## config.mk

```make
export PLATFORM = sky130hd
export DESIGN_NAME = msrv32_csr_file_flat
export DESIGN_NICKNAME = d
export VERILOG_FILES = /design/src/rtl/msrv32_csr_pkg.sv /design/src/rtl/msrv32_csr_if.sv /design/src/rtl/msrv32_csr_counter64.sv /design/src/rtl/msrv32_csr_file.sv /design/src/flat_wrapper.sv
export SDC_FILE = /design/constraint.sdc
export NUM_CORES = 1
export LEC_CHECK = 0
export CELL_PAD_IN_SITES_DETAIL_PLACEMENT = 0
export CELL_PAD_IN_SITES_GLOBAL_PLACEMENT = 1
export CORE_MARGIN = 2
export CORE_UTILIZATION = 43
export CTS_CLUSTER_SIZE = 25
export DETAILED_ROUTE_END_ITERATION = 8
export PLACE_DENSITY = 0.9
export SLEW_MARGIN = 25
export SYNTH_ARGS = -nofsm -noshare
export SYNTH_HDL_FRONTEND = slang
export SYNTH_SLANG_ARGS = --single-unit
```

## constraint.sdc

```tcl
create_clock -name ms_riscv32_mp_clk_in -period 3.55 [get_ports ms_riscv32_mp_clk_in]
set_input_delay 0.71 -clock ms_riscv32_mp_clk_in [delete_from_list [all_inputs] [get_ports ms_riscv32_mp_clk_in]]
set_output_delay 0.71 -clock ms_riscv32_mp_clk_in [all_outputs]
set_load 0.02 [all_outputs]
```

## src/rtl/msrv32_csr_pkg.sv

```systemverilog
// Shared constants and types for the msrv32 machine-mode CSR file.
package msrv32_csr_pkg;

    localparam logic [11:0] CsrMstatus   = 12'h300;
    localparam logic [11:0] CsrMtvec     = 12'h305;
    localparam logic [11:0] CsrMscratch  = 12'h340;
    localparam logic [11:0] CsrMepc      = 12'h341;
    localparam logic [11:0] CsrMcause    = 12'h342;
    localparam logic [11:0] CsrMtval     = 12'h343;
    localparam logic [11:0] CsrMcycle    = 12'hB00;
    localparam logic [11:0] CsrMinstret  = 12'hB02;
    localparam logic [11:0] CsrMcycleh   = 12'hB80;
    localparam logic [11:0] CsrMinstreth = 12'hB82;
    localparam logic [11:0] CsrMvendorid = 12'hF11;
    localparam logic [11:0] CsrMarchid   = 12'hF12;
    localparam logic [11:0] CsrMimpid    = 12'hF13;
    localparam logic [11:0] CsrMhartid   = 12'hF14;

    typedef enum logic [2:0] {
        CsrOpRw  = 3'b001,
        CsrOpRs  = 3'b010,
        CsrOpRc  = 3'b011,
        CsrOpRwi = 3'b101,
        CsrOpRsi = 3'b110,
        CsrOpRci = 3'b111
    } csr_op_e;

    localparam int unsigned MstatusMie  = 3;
    localparam int unsigned MstatusMpie = 7;
    localparam logic [1:0]  MstatusMpp  = 2'b11;

    localparam logic [31:0] CsrResetVal = 32'h0000_0000;
    localparam logic [63:0] CntResetVal = 64'h0;

endpackage

```

## src/rtl/msrv32_csr_if.sv

```systemverilog
// CSR access bus between the write-back stage (master) and the CSR file (slave).
interface msrv32_csr_if;
    import msrv32_csr_pkg::*;

    logic        wr_en_csr_file_in;
    logic [11:0] csr_addr_in;
    logic [2:0]  csr_op_in;
    logic [31:0] rs1_in;
    logic [4:0]  imm_in;
    logic [31:0] csr_data_out;
    logic        illegal_csr_out;

    modport master (
        output wr_en_csr_file_in, csr_addr_in, csr_op_in, rs1_in, imm_in,
        input  csr_data_out, illegal_csr_out
    );

    modport slave (
        input  wr_en_csr_file_in, csr_addr_in, csr_op_in, rs1_in, imm_in,
        output csr_data_out, illegal_csr_out
    );
endinterface

```

## src/rtl/msrv32_csr_counter64.sv

```systemverilog
// 64-bit free-running counter; a half-write overrides only that half of the incremented value.
module msrv32_csr_counter64
    import msrv32_csr_pkg::*;
(
    input  logic        clk_i,
    input  logic        rst_ni,
    input  logic        inc_i,
    input  logic        wr_lo_i,
    input  logic        wr_hi_i,
    input  logic [31:0] wdata_i,
    output logic [63:0] count_o
);

    logic [63:0] cnt_q, cnt_d, sum;

    always_comb begin
        sum   = cnt_q + {63'b0, inc_i};
        cnt_d = sum;
        if (wr_lo_i) cnt_d[31:0]  = wdata_i;
        if (wr_hi_i) cnt_d[63:32] = wdata_i;
    end

    always_ff @(posedge clk_i or negedge rst_ni) begin
        if (!rst_ni) cnt_q <= CntResetVal;
        else         cnt_q <= cnt_d;
    end

    assign count_o = cnt_q;

endmodule

```

## src/rtl/msrv32_csr_file.sv

```systemverilog
// Machine-mode CSR file: Zicsr read-modify-write, mcycle/minstret, trap entry and mret.
module msrv32_csr_file
    import msrv32_csr_pkg::*;
#(
    parameter logic [31:0] MTVEC_RESET = 32'h0000_0000,
    parameter logic [31:0] HART_ID     = 32'h0000_0000
) (
    input  logic               ms_riscv32_mp_clk_in,
    input  logic               ms_riscv32_mp_rst_in,
    msrv32_csr_if.slave        csr_bus,
    input  logic               trap_taken_in,
    input  logic [4:0]         cause_in,
    input  logic [31:0]        pc_in,
    input  logic [31:0]        tval_in,
    input  logic               mret_in,
    input  logic               instret_inc_in,
    output logic [31:0]        trap_address_out,
    output logic [31:0]        epc_out,
    output logic               mie_out
);

    logic        mie_q, mie_d, mpie_q, mpie_d;
    logic [31:0] mtvec_q, mtvec_d, mscratch_q, mscratch_d, mepc_q, mepc_d;
    logic [31:0] mcause_q, mcause_d, mtval_q, mtval_d;
    logic [63:0] mcycle, minstret;
    logic [31:0] rdata, src, wval;
    logic        mapped, read_only, op_ok, wr_ok;
    csr_op_e     op;

    assign op  = csr_op_e'(csr_bus.csr_op_in);
    assign src = csr_bus.csr_op_in[2] ? {27'b0, csr_bus.imm_in} : csr_bus.rs1_in;

    always_comb begin
        rdata     = '0;
        mapped    = 1'b1;
        read_only = 1'b0;
        case (csr_bus.csr_addr_in)
            CsrMstatus: begin
                rdata[MstatusMie]  = mie_q;
                rdata[MstatusMpie] = mpie_q;
                rdata[12:11]       = MstatusMpp;
            end
            CsrMtvec:     rdata = mtvec_q;
            CsrMscratch:  rdata = mscratch_q;
            CsrMepc:      rdata = mepc_q;
            CsrMcause:    rdata = mcause_q;
            CsrMtval:     rdata = mtval_q;
            CsrMcycle:    rdata = mcycle[31:0];
            CsrMcycleh:   rdata = mcycle[63:32];
            CsrMinstret:  rdata = minstret[31:0];
            CsrMinstreth: rdata = minstret[63:32];
            CsrMvendorid, CsrMarchid, CsrMimpid: read_only = 1'b1;
            CsrMhartid: begin
                rdata     = HART_ID;
                read_only = 1'b1;
            end
            default: mapped = 1'b0;
        endcase
    end

    always_comb begin
        wval  = src;
        op_ok = 1'b1;
        case (op)
            CsrOpRw, CsrOpRwi: wval = src;
            CsrOpRs, CsrOpRsi: wval = rdata | src;
            CsrOpRc, CsrOpRci: wval = rdata & ~src;
            default:           op_ok = 1'b0;
        endcase
    end

    assign wr_ok = csr_bus.wr_en_csr_file_in & mapped & ~read_only & op_ok;
    assign csr_bus.csr_data_out    = rdata;
    assign csr_bus.illegal_csr_out = ~mapped |
                                     (csr_bus.wr_en_csr_file_in & (read_only | ~op_ok));

    // Trap/mret assignments come last so they win over a CSR write to the same register.
    always_comb begin
        mie_d      = mie_q;
        mpie_d     = mpie_q;
        mtvec_d    = mtvec_q;
        mscratch_d = mscratch_q;
        mepc_d     = mepc_q;
        mcause_d   = mcause_q;
        mtval_d    = mtval_q;
        if (wr_ok) begin
            case (csr_bus.csr_addr_in)
                CsrMstatus: begin
                    mie_d  = wval[MstatusMie];
                    mpie_d = wval[MstatusMpie];
                end
                CsrMtvec:    mtvec_d    = wval & ~32'h3;
                CsrMscratch: mscratch_d = wval;
                CsrMepc:     mepc_d     = wval & ~32'h3;
                CsrMcause:   mcause_d   = wval;
                CsrMtval:    mtval_d    = wval;
                default: ;
            endcase
        end
        if (trap_taken_in) begin
            mepc_d   = pc_in & ~32'h3;
            mcause_d = {cause_in[4], 27'b0, cause_in[3:0]};
            mtval_d  = tval_in;
            mpie_d   = mie_q;
            mie_d    = 1'b0;
        end else if (mret_in) begin
            mie_d  = mpie_q;
            mpie_d = 1'b1;
        end
    end

    always_ff @(posedge ms_riscv32_mp_clk_in or negedge ms_riscv32_mp_rst_in) begin
        if (!ms_riscv32_mp_rst_in) begin
            mie_q      <= 1'b0;
            mpie_q     <= 1'b0;
            mtvec_q    <= MTVEC_RESET & ~32'h3;
            mscratch_q <= CsrResetVal;
            mepc_q     <= CsrResetVal;
            mcause_q   <= CsrResetVal;
            mtval_q    <= CsrResetVal;
        end else begin
            mie_q      <= mie_d;
            mpie_q     <= mpie_d;
            mtvec_q    <= mtvec_d;
            mscratch_q <= mscratch_d;
            mepc_q     <= mepc_d;
            mcause_q   <= mcause_d;
            mtval_q    <= mtval_d;
        end
    end

    msrv32_csr_counter64 u_mcycle (
        .clk_i   (ms_riscv32_mp_clk_in),
        .rst_ni  (ms_riscv32_mp_rst_in),
        .inc_i   (1'b1),
        .wr_lo_i (wr_ok && csr_bus.csr_addr_in == CsrMcycle),
        .wr_hi_i (wr_ok && csr_bus.csr_addr_in == CsrMcycleh),
        .wdata_i (wval),
        .count_o (mcycle)
    );

    msrv32_csr_counter64 u_minstret (
        .clk_i   (ms_riscv32_mp_clk_in),
        .rst_ni  (ms_riscv32_mp_rst_in),
        .inc_i   (instret_inc_in),
        .wr_lo_i (wr_ok && csr_bus.csr_addr_in == CsrMinstret),
        .wr_hi_i (wr_ok && csr_bus.csr_addr_in == CsrMinstreth),
        .wdata_i (wval),
        .count_o (minstret)
    );

    assign trap_address_out = {mtvec_q[31:2], 2'b00};
    assign epc_out          = mepc_q;
    assign mie_out          = mie_q;

endmodule

```

## src/flat_wrapper.sv

```systemverilog
// flat-port wrapper written by rule: the top's interface ports become plain ports
module msrv32_csr_file_flat import msrv32_csr_pkg::*;
#(
    parameter logic [31:0] MTVEC_RESET = 32'h0000_0000,
    parameter logic [31:0] HART_ID     = 32'h0000_0000
)
  (ms_riscv32_mp_clk_in, ms_riscv32_mp_rst_in, trap_taken_in, cause_in, pc_in, tval_in, mret_in, instret_inc_in, trap_address_out, epc_out, mie_out, csr_bus_wr_en_csr_file_in, csr_bus_csr_addr_in, csr_bus_csr_op_in, csr_bus_rs1_in, csr_bus_imm_in, csr_bus_csr_data_out, csr_bus_illegal_csr_out);
  msrv32_csr_if csr_bus_i ();
  input  logic ms_riscv32_mp_clk_in;
  input  logic ms_riscv32_mp_rst_in;
  input  logic trap_taken_in;
  input  logic [4:0] cause_in;
  input  logic [31:0] pc_in;
  input  logic [31:0] tval_in;
  input  logic mret_in;
  input  logic instret_inc_in;
  output logic [31:0] trap_address_out;
  output logic [31:0] epc_out;
  output logic mie_out;
  input wire logic [$bits(csr_bus_i.wr_en_csr_file_in)-1:0] csr_bus_wr_en_csr_file_in;
  input wire logic [$bits(csr_bus_i.csr_addr_in)-1:0] csr_bus_csr_addr_in;
  input wire logic [$bits(csr_bus_i.csr_op_in)-1:0] csr_bus_csr_op_in;
  input wire logic [$bits(csr_bus_i.rs1_in)-1:0] csr_bus_rs1_in;
  input wire logic [$bits(csr_bus_i.imm_in)-1:0] csr_bus_imm_in;
  output wire logic [$bits(csr_bus_i.csr_data_out)-1:0] csr_bus_csr_data_out;
  output wire logic [$bits(csr_bus_i.illegal_csr_out)-1:0] csr_bus_illegal_csr_out;
  assign csr_bus_i.wr_en_csr_file_in = csr_bus_wr_en_csr_file_in;
  assign csr_bus_i.csr_addr_in = csr_bus_csr_addr_in;
  assign csr_bus_i.csr_op_in = csr_bus_csr_op_in;
  assign csr_bus_i.rs1_in = csr_bus_rs1_in;
  assign csr_bus_i.imm_in = csr_bus_imm_in;
  assign csr_bus_csr_data_out = csr_bus_i.csr_data_out;
  assign csr_bus_illegal_csr_out = csr_bus_i.illegal_csr_out;
  msrv32_csr_file #(.MTVEC_RESET(MTVEC_RESET), .HART_ID(HART_ID)) u_core (.ms_riscv32_mp_clk_in(ms_riscv32_mp_clk_in), .ms_riscv32_mp_rst_in(ms_riscv32_mp_rst_in), .csr_bus(csr_bus_i), .trap_taken_in(trap_taken_in), .cause_in(cause_in), .pc_in(pc_in), .tval_in(tval_in), .mret_in(mret_in), .instret_inc_in(instret_inc_in), .trap_address_out(trap_address_out), .epc_out(epc_out), .mie_out(mie_out));
endmodule
```

==> impl_metrics.json, run 1 <==
{
  "overflow": 0,
  "nFillCells": 3435,
  "ant_nets": 0,
  "dp_cells": 2778,
  "synth_cells": 1888,
  "syn_to_final_growth_pct": 34.85,
  "fin_crit_ps": 3557,
  "wl_per_cell_um": 25.09,
  "reg2reg_from": "u_core.u_minstret.count_o[10]$_DFF_PN0_",
  "io_buffers": 218,
  "ys_types": 89,
  "max_freq_ghz": 0.2812,
  "rsz0062_at_grt": "true",
  "die_h_um": 205.4,
  "cts_tree": "yes",
  "antenna_cells": 0,
  "endpoint_kind": "primary output",
  "seq_area_frac_synth": 0.4104,
  "layout_common_cells": "286 x dfrtp_1, 256 x buf_4, 172 x nand2_1",
  "multi_input_area_mm2": 0.009779,
  "synth_top_family_by_area": "simple AND/OR/NAND/NOR gates",
  "clk_pin_slew_ps": 60,
  "grt_pass1_vias": 17333,
  "place_ws_ps": -632.5,
  "setup_ws_ps": -6.683,
  "setup_viol": 2,
  "cp-start-kind": "input pin",
  "worstPathMaxFanout": 7,
  "holdWs_ps": 133.5,
  "synth_xor_area_frac": 0.05977,
  "synth_compound_area_frac": 0.1659,
  "fin_cells": 2846,
  "hold_viol_final": 0,
  "cpMostUsedCell": "buf_4",
  "timing.final.crit_share": 1.002,
  "worstPathArrival_ps": 2850,
  "firstDrtPassIters": 5,
  "p_leak_nw": 10.29,
  "hpwlAfterDp_mm": 53.56,
  "clock_latency_ps": 550,
  "finalNetCount": 2427,
  "dr_total_vias": 17579,
  "hp-class": "input pin to async pin",
  "drc": 0,
  "grt_max_degree": 84,
  "coreArea_mm2": 0.03991,
  "max_stage_delay_ps": 510,
  "fp.dieArea_mm2": 0.04218,
  "regArea_mm2": 0.007157,
  "via_per_inst": 6.177,
  "yosys.area_share.adder": 0.002153,
  "ys.flop_type": "dfrtp_1",
  "wirelength_mm": 71.42,
  "path_class": "input pin to primary output",
  "crit_start": "csr_bus_csr_addr_in[5]",
  "cts_buffers": 35,
  "htreeDepth": 2,
  "antenna_found_initial": 2,
  "gr-usage-all-layers": 0.3398,
  "drive_gt1_frac": 0.2167,
  "status": "finished with violations",
  "max-slew-margin-rel": 0.3602,
  "synthMuxAreaShare": 0.1017,
  "crit_required_ps": 2840,
  "drv_cap": 0,
  "cts-root-buf": "clkbuf_16",
  "cts.sinks": 286,
  "violations": "setup timing",
  "tightest_slew_ps": 959.7,
  "async_flop_share": 1.000,
  "die_x_um": 205.4,
  "synth_area_mm2": 0.01744,
  "fp-row-count": 73,
  "crit_chain": "dlygate4sd2_1 -> buf_4 -> or4b_1 -> buf_4 -> o22ai_1 -> a211oi_1 -> buf_4 -> inv_1 -> dlygate4sd2_1",
  "grt_pass1_wl_mm": 107.1,
  "synth_edf_count": 0,
  "yosys_warnings": 0,
  "cpMaxStageDelayCell": "or4b_1",
  "clk_path_buf_depth": 3,
  "slew_violations": 0,
  "final_common_cell": "dfrtp_1",
  "avgSynthCellArea_um2": 9.236,
  "pwr_density_cell_mw_per_mm2": 356.4,
  "yosys.area_share.simple": 0.2161,
  "ys_ff_latch": 286,
  "start_util": 0.4369,
  "drt_iter0_markers": 1810,
  "ir_drop_mv": 0.2886,
  "gp_congestion": 0.9678,
  "skew_ps": 11.87,
  "io_pins": 225
}
[state kept, by name, summed over array words and instances (netlist names)]
name,flops
u_core.u_minstret.count_o,64
u_core.mie_out,1
u_core.mtval_q,32
u_core.mscratch_q,32
u_core.mtvec_q,30
u_core.u_mcycle.count_o,64
u_core.mpie_q,1
u_core.epc_out,30
u_core.mcause_q,32
[worst max-delay path: cells and delay by family]
kind / cells / cell delay [ps]
buffers and inverters: 6 / 1240
AND/OR/NAND/NOR: 1 / 510
AO/OA/AOI/OAI: 2 / 390
[what timing repair did]
action                     in CTS  in global routing
pin swaps                      11                  4
resized for setup             129                 30
buffers inserted                4                  2
setup endpoints to repair      33                 20
cloned                          1                  0
hold buffers                    0                  0
[through the flow]
step	util	instance area [um^2]	setup TNS, ps	power [W]
5_1_grt	0.5891	23510	-117.2	0.008629
2_1_floorplan	-	17450	0	0.004164
3_5_place_dp	0.5551	22160	-18040	0.004860
6_report	0.5891	23510	-9.558	0.008381
3_3_place_gp	0.5549	22150	-18760	0.004834
4_1_cts	0.5878	23460	0	0.008371
[area by class of cell]
class	count	area share
multi-input cells	1433	0.4159
flip-flops and latches	286	0.3044
repair buffers	505	0.1991
clock buffers	56	0.04539
well taps	525	0.02794
inverters	36	0.005800
clock inverters	5	0.001490
[where the power goes]
group / internal [W] / leakage [nW] / total [W] / switching (W)
clock: 0.00206 / 0.537 / 0.00353 / 0.00147
combinational: 0.000582 / 6.13 / 0.00127 / 0.000688
sequential: 0.00341 / 3.62 / 0.00358 / 0.000178
[cell usage after synthesis (24+ instances only)]
library cell,instances,area share
a21oi_1,125,0.036
a22oi_1,27,0.012
and3_1,63,0.023
buf_2,41,0.012
clkbuf_1,78,0.017
dfrtp_1,286,0.41
inv_1,35,0.0075
mux2i_1,113,0.065
nand2_1,173,0.037
nand3_1,53,0.015
nand4_1,35,0.013
nor2_1,137,0.029
nor2b_1,24,0.0086
nor3_1,62,0.018
nor4_1,45,0.016
o21ai_0,126,0.036
xnor2_1,93,0.047
xor2_1,26,0.013
[kinds of logic after synthesis]
group / count (synthesis)
adders and majority gates: 3
muxes: 153
and+or+nand+nor: 711
DFF: 286
xor gates and xnor gates: 119
other: 1
buffers and inverters: 172
AOI/OAI and AO/OA: 443
[routing by layer]
| layer | part of all wire | track usage |
|---|---|---|
| met1 | 0.41 | 0.4560 |
| met2 | 0.46 | 0.5432 |
| met3 | 0.086 | 0.05543 |
| met4 | 0.045 | 0.1490 |
| met5 | 0 | 0 |
[final timing paths]
kind / end / cells after the start / slack [ps]
worst max-delay path: csr_bus_csr_data_out[28] / 9 / -7
worst min-delay path: u_core.u_mcycle.count_o[32]$_DFF_PN0_ / 1 / 130
worst max register to register: u_core.u_minstret.count_o[54]$_DFF_PN0_ / 6 / 650
worst min register to register: u_core.mscratch_q[16]$_DFFE_PN0P_ / 2 / 480
max in group asynchronous: u_core.u_minstret.count_o[24]$_DFF_PN0_ / 2 / 2420
min in group ms_riscv32_mp_clk_in: u_core.mscratch_q[16]$_DFFE_PN0P_ / 2 / 480
Note: power is estimated with default switching activity, not from simulation.
==> run 2, diff against run 1 <==
Settings changed: SLEW_MARGIN 25 to 10.
==> run 2 against run 1 <==
- the run still ends with setup timing left
- combinational power about the same
- utilization about the same
- non-clock buffer count unchanged
- sequential power about the same
- final cell count unchanged
- first-iteration DRC count increased by 1.9%
- worst setup slack got worse by 4.2 ps
- via count about the same
- final area about the same
- clock skew decreased by 0.64 ps
- critical path depth unchanged
- flip-flop and latch count unchanged
- critical path type unchanged
- largest power group unchanged
==> impl_metrics.json, run 2 (synthesis gave the netlist of run 1 again) <==
{
  "status": "finished with violations",
  "violations": "setup timing",
  "cts_buffers": 35,
  "dp_cells": 2778,
  "grt_pass1_wl_mm": 107.1,
  "crit_required_ps": 2840,
  "r2r_cells": 6,
  "syn_to_final_growth_pct": 34.82,
  "reg2reg_from": "u_core.u_minstret.count_o[10]$_DFF_PN0_",
  "setup_ws_ps": -10.86,
  "swShare": 0.2785,
  "holdWs_ps": 133.4,
  "fin_total_pwr_w": 0.008383,
  "reg2reg_slack_ps": 640,
  "antenna_cells": 0,
  "postLayoutCellArea_mm2": 0.02351,
  "p_leak_nw": 10.29,
  "drt_iter0_markers": 1845,
  "gp_congestion": 0.9678,
  "fin_crit_ps": 3561,
  "crit_start": "csr_bus_csr_addr_in[5]",
  "cts_tree": "yes",
  "coreArea_mm2": 0.03991,
  "die_h_um": 205.4,
  "slew_violations": 0,
  "hold_viol_final": 0,
  "start_util": 0.4369,
  "clk_pin_slew_ps": 60,
  "dr_total_vias": 17569,
  "clk_path_buf_depth": 3,
  "gr-usage-all-layers": 0.3398,
  "cts.sinks": 286,
  "drc": 0,
  "drive_gt1_frac": 0.2163,
  "fp-row-count": 73,
  "path_class": "input pin to primary output",
  "worstPathMaxFanout": 7,
  "grt_pass1_vias": 17333,
  "hpwlAfterDp_mm": 53.56,
  "ir_drop_mv": 0.2906,
  "cts-root-buf": "clkbuf_16",
  "finalNetCount": 2427,
  "post_dp_cell_area_mm2": 0.02216,
  "setup_viol": 2,
  "clock_latency_ps": 550,
  "pwr-share-seq": 0.428,
  "r2r_end": "u_core.u_minstret.count_o[54]$_DFF_PN0_",
  "max-slew-margin-rel": 0.2273,
  "skew_ps": 11.23,
  "fin_cells": 2846,
  "max_freq_ghz": 0.2808,
  "rsz0062_at_grt": "true",
  "place_ws_ps": -632.5,
  "pwr_density_cell_mw_per_mm2": 356.6,
  "fp.dieArea_mm2": 0.04218,
  "timing.final.crit_share": 1.003,
  "cp-start-kind": "input pin",
  "endpoint_kind": "primary output",
  "layout_common_cells": "286 x dfrtp_1, 256 x buf_4, 172 x nand2_1",
  "wirelength_mm": 71.46,
  "firstDrtPassIters": 5,
  "io_pins": 225,
  "via_per_inst": 6.173,
  "htreeDepth": 2,
  "drv_cap": 0,
  "p_int_w": 0.006048,
  "grt_max_degree": 84,
  "hp-class": "input pin to async pin",
  "tightest_slew_ps": 1159,
  "ant_nets": 0,
  "p_clk_frac": 0.421,
  "overflow": 0,
  "antenna_found_initial": 2,
  "wl_per_cell_um": 25.11,
  "die_x_um": 205.4,
  "io_buffers": 218,
  "worstPathArrival_ps": 2850,
  "p_sw_w": 0.002334,
  "p_comb_frac": 0.152,
  "final_common_cell": "dfrtp_1"
}
## run 2: what timing repair did
item | in CTS | in global routing
setup endpoints to repair | 33 | 20
hold buffers | 0 | 0
cloned | 1 | 0
pin swaps | 11 | 4
setup buffers | 4 | 2
gates resized for setup | 129 | 30
## run 2: final cells by class
class | count | area [um^2]
Fill cell | 3435 | 16410
Multi-Input combinational cell | 1433 | 9776
Sequential cell | 286 | 7157
Timing Repair Buffer | 505 | 4681
Clock buffer | 56 | 1067
Tap cell | 525 | 656.9
Inverter | 36 | 135.1
Clock inverter | 5 | 35.03
## run 2: per-layer routing
metal / wire [um] / vias up / track usage
met5: 0 / - / 0
met4: 3274 / 0 / 0.1490
met3: 6197 / 171 / 0.05543
met2: 32910 / 952 / 0.5432
met1: 29080 / 8718 / 0.4560
li1: - / 7728 / -
## run 2: through the flow
stage	setup TNS, ps	util
floorplan	0	-
global placement	-18760	0.5549
detailed placement	-18040	0.5551
CTS	0	0.5878
global route	-117.2	0.5889
finish	-14.63	0.5889
## run 2: critical path, stage by stage
cell,delay (ps)
dlygate4sd2_1,310
buf_4,180
or4b_1,510
buf_4,200
o22ai_1,240
a211oi_1,150
buf_4,170
inv_1,50
dlygate4sd2_1,330
## run 2: power groups by stage
stage	clock network (W)	registers, W	logic, W
global route	0.00368	0.00360	0.00135
global placement	0	0.00362	0.00121
detailed placement	0	0.00363	0.00123
floorplan	0	0.00361	0.000558
CTS	0.00355	0.00357	0.00125
finish	0.00353	0.00359	0.00127
## run 2: worst max-delay path by stage
stage	to	slack [ps]	cells after the start
after floorplan	csr_bus_csr_data_out[17]	420	7
after global placement	csr_bus_csr_data_out[11]	-690	8
after detailed placement	csr_bus_csr_data_out[11]	-630	8
after CTS	csr_bus_csr_data_out[15]	7	8
after global routing	csr_bus_csr_data_out[14]	-60	9
final	csr_bus_csr_data_out[28]	-10	9
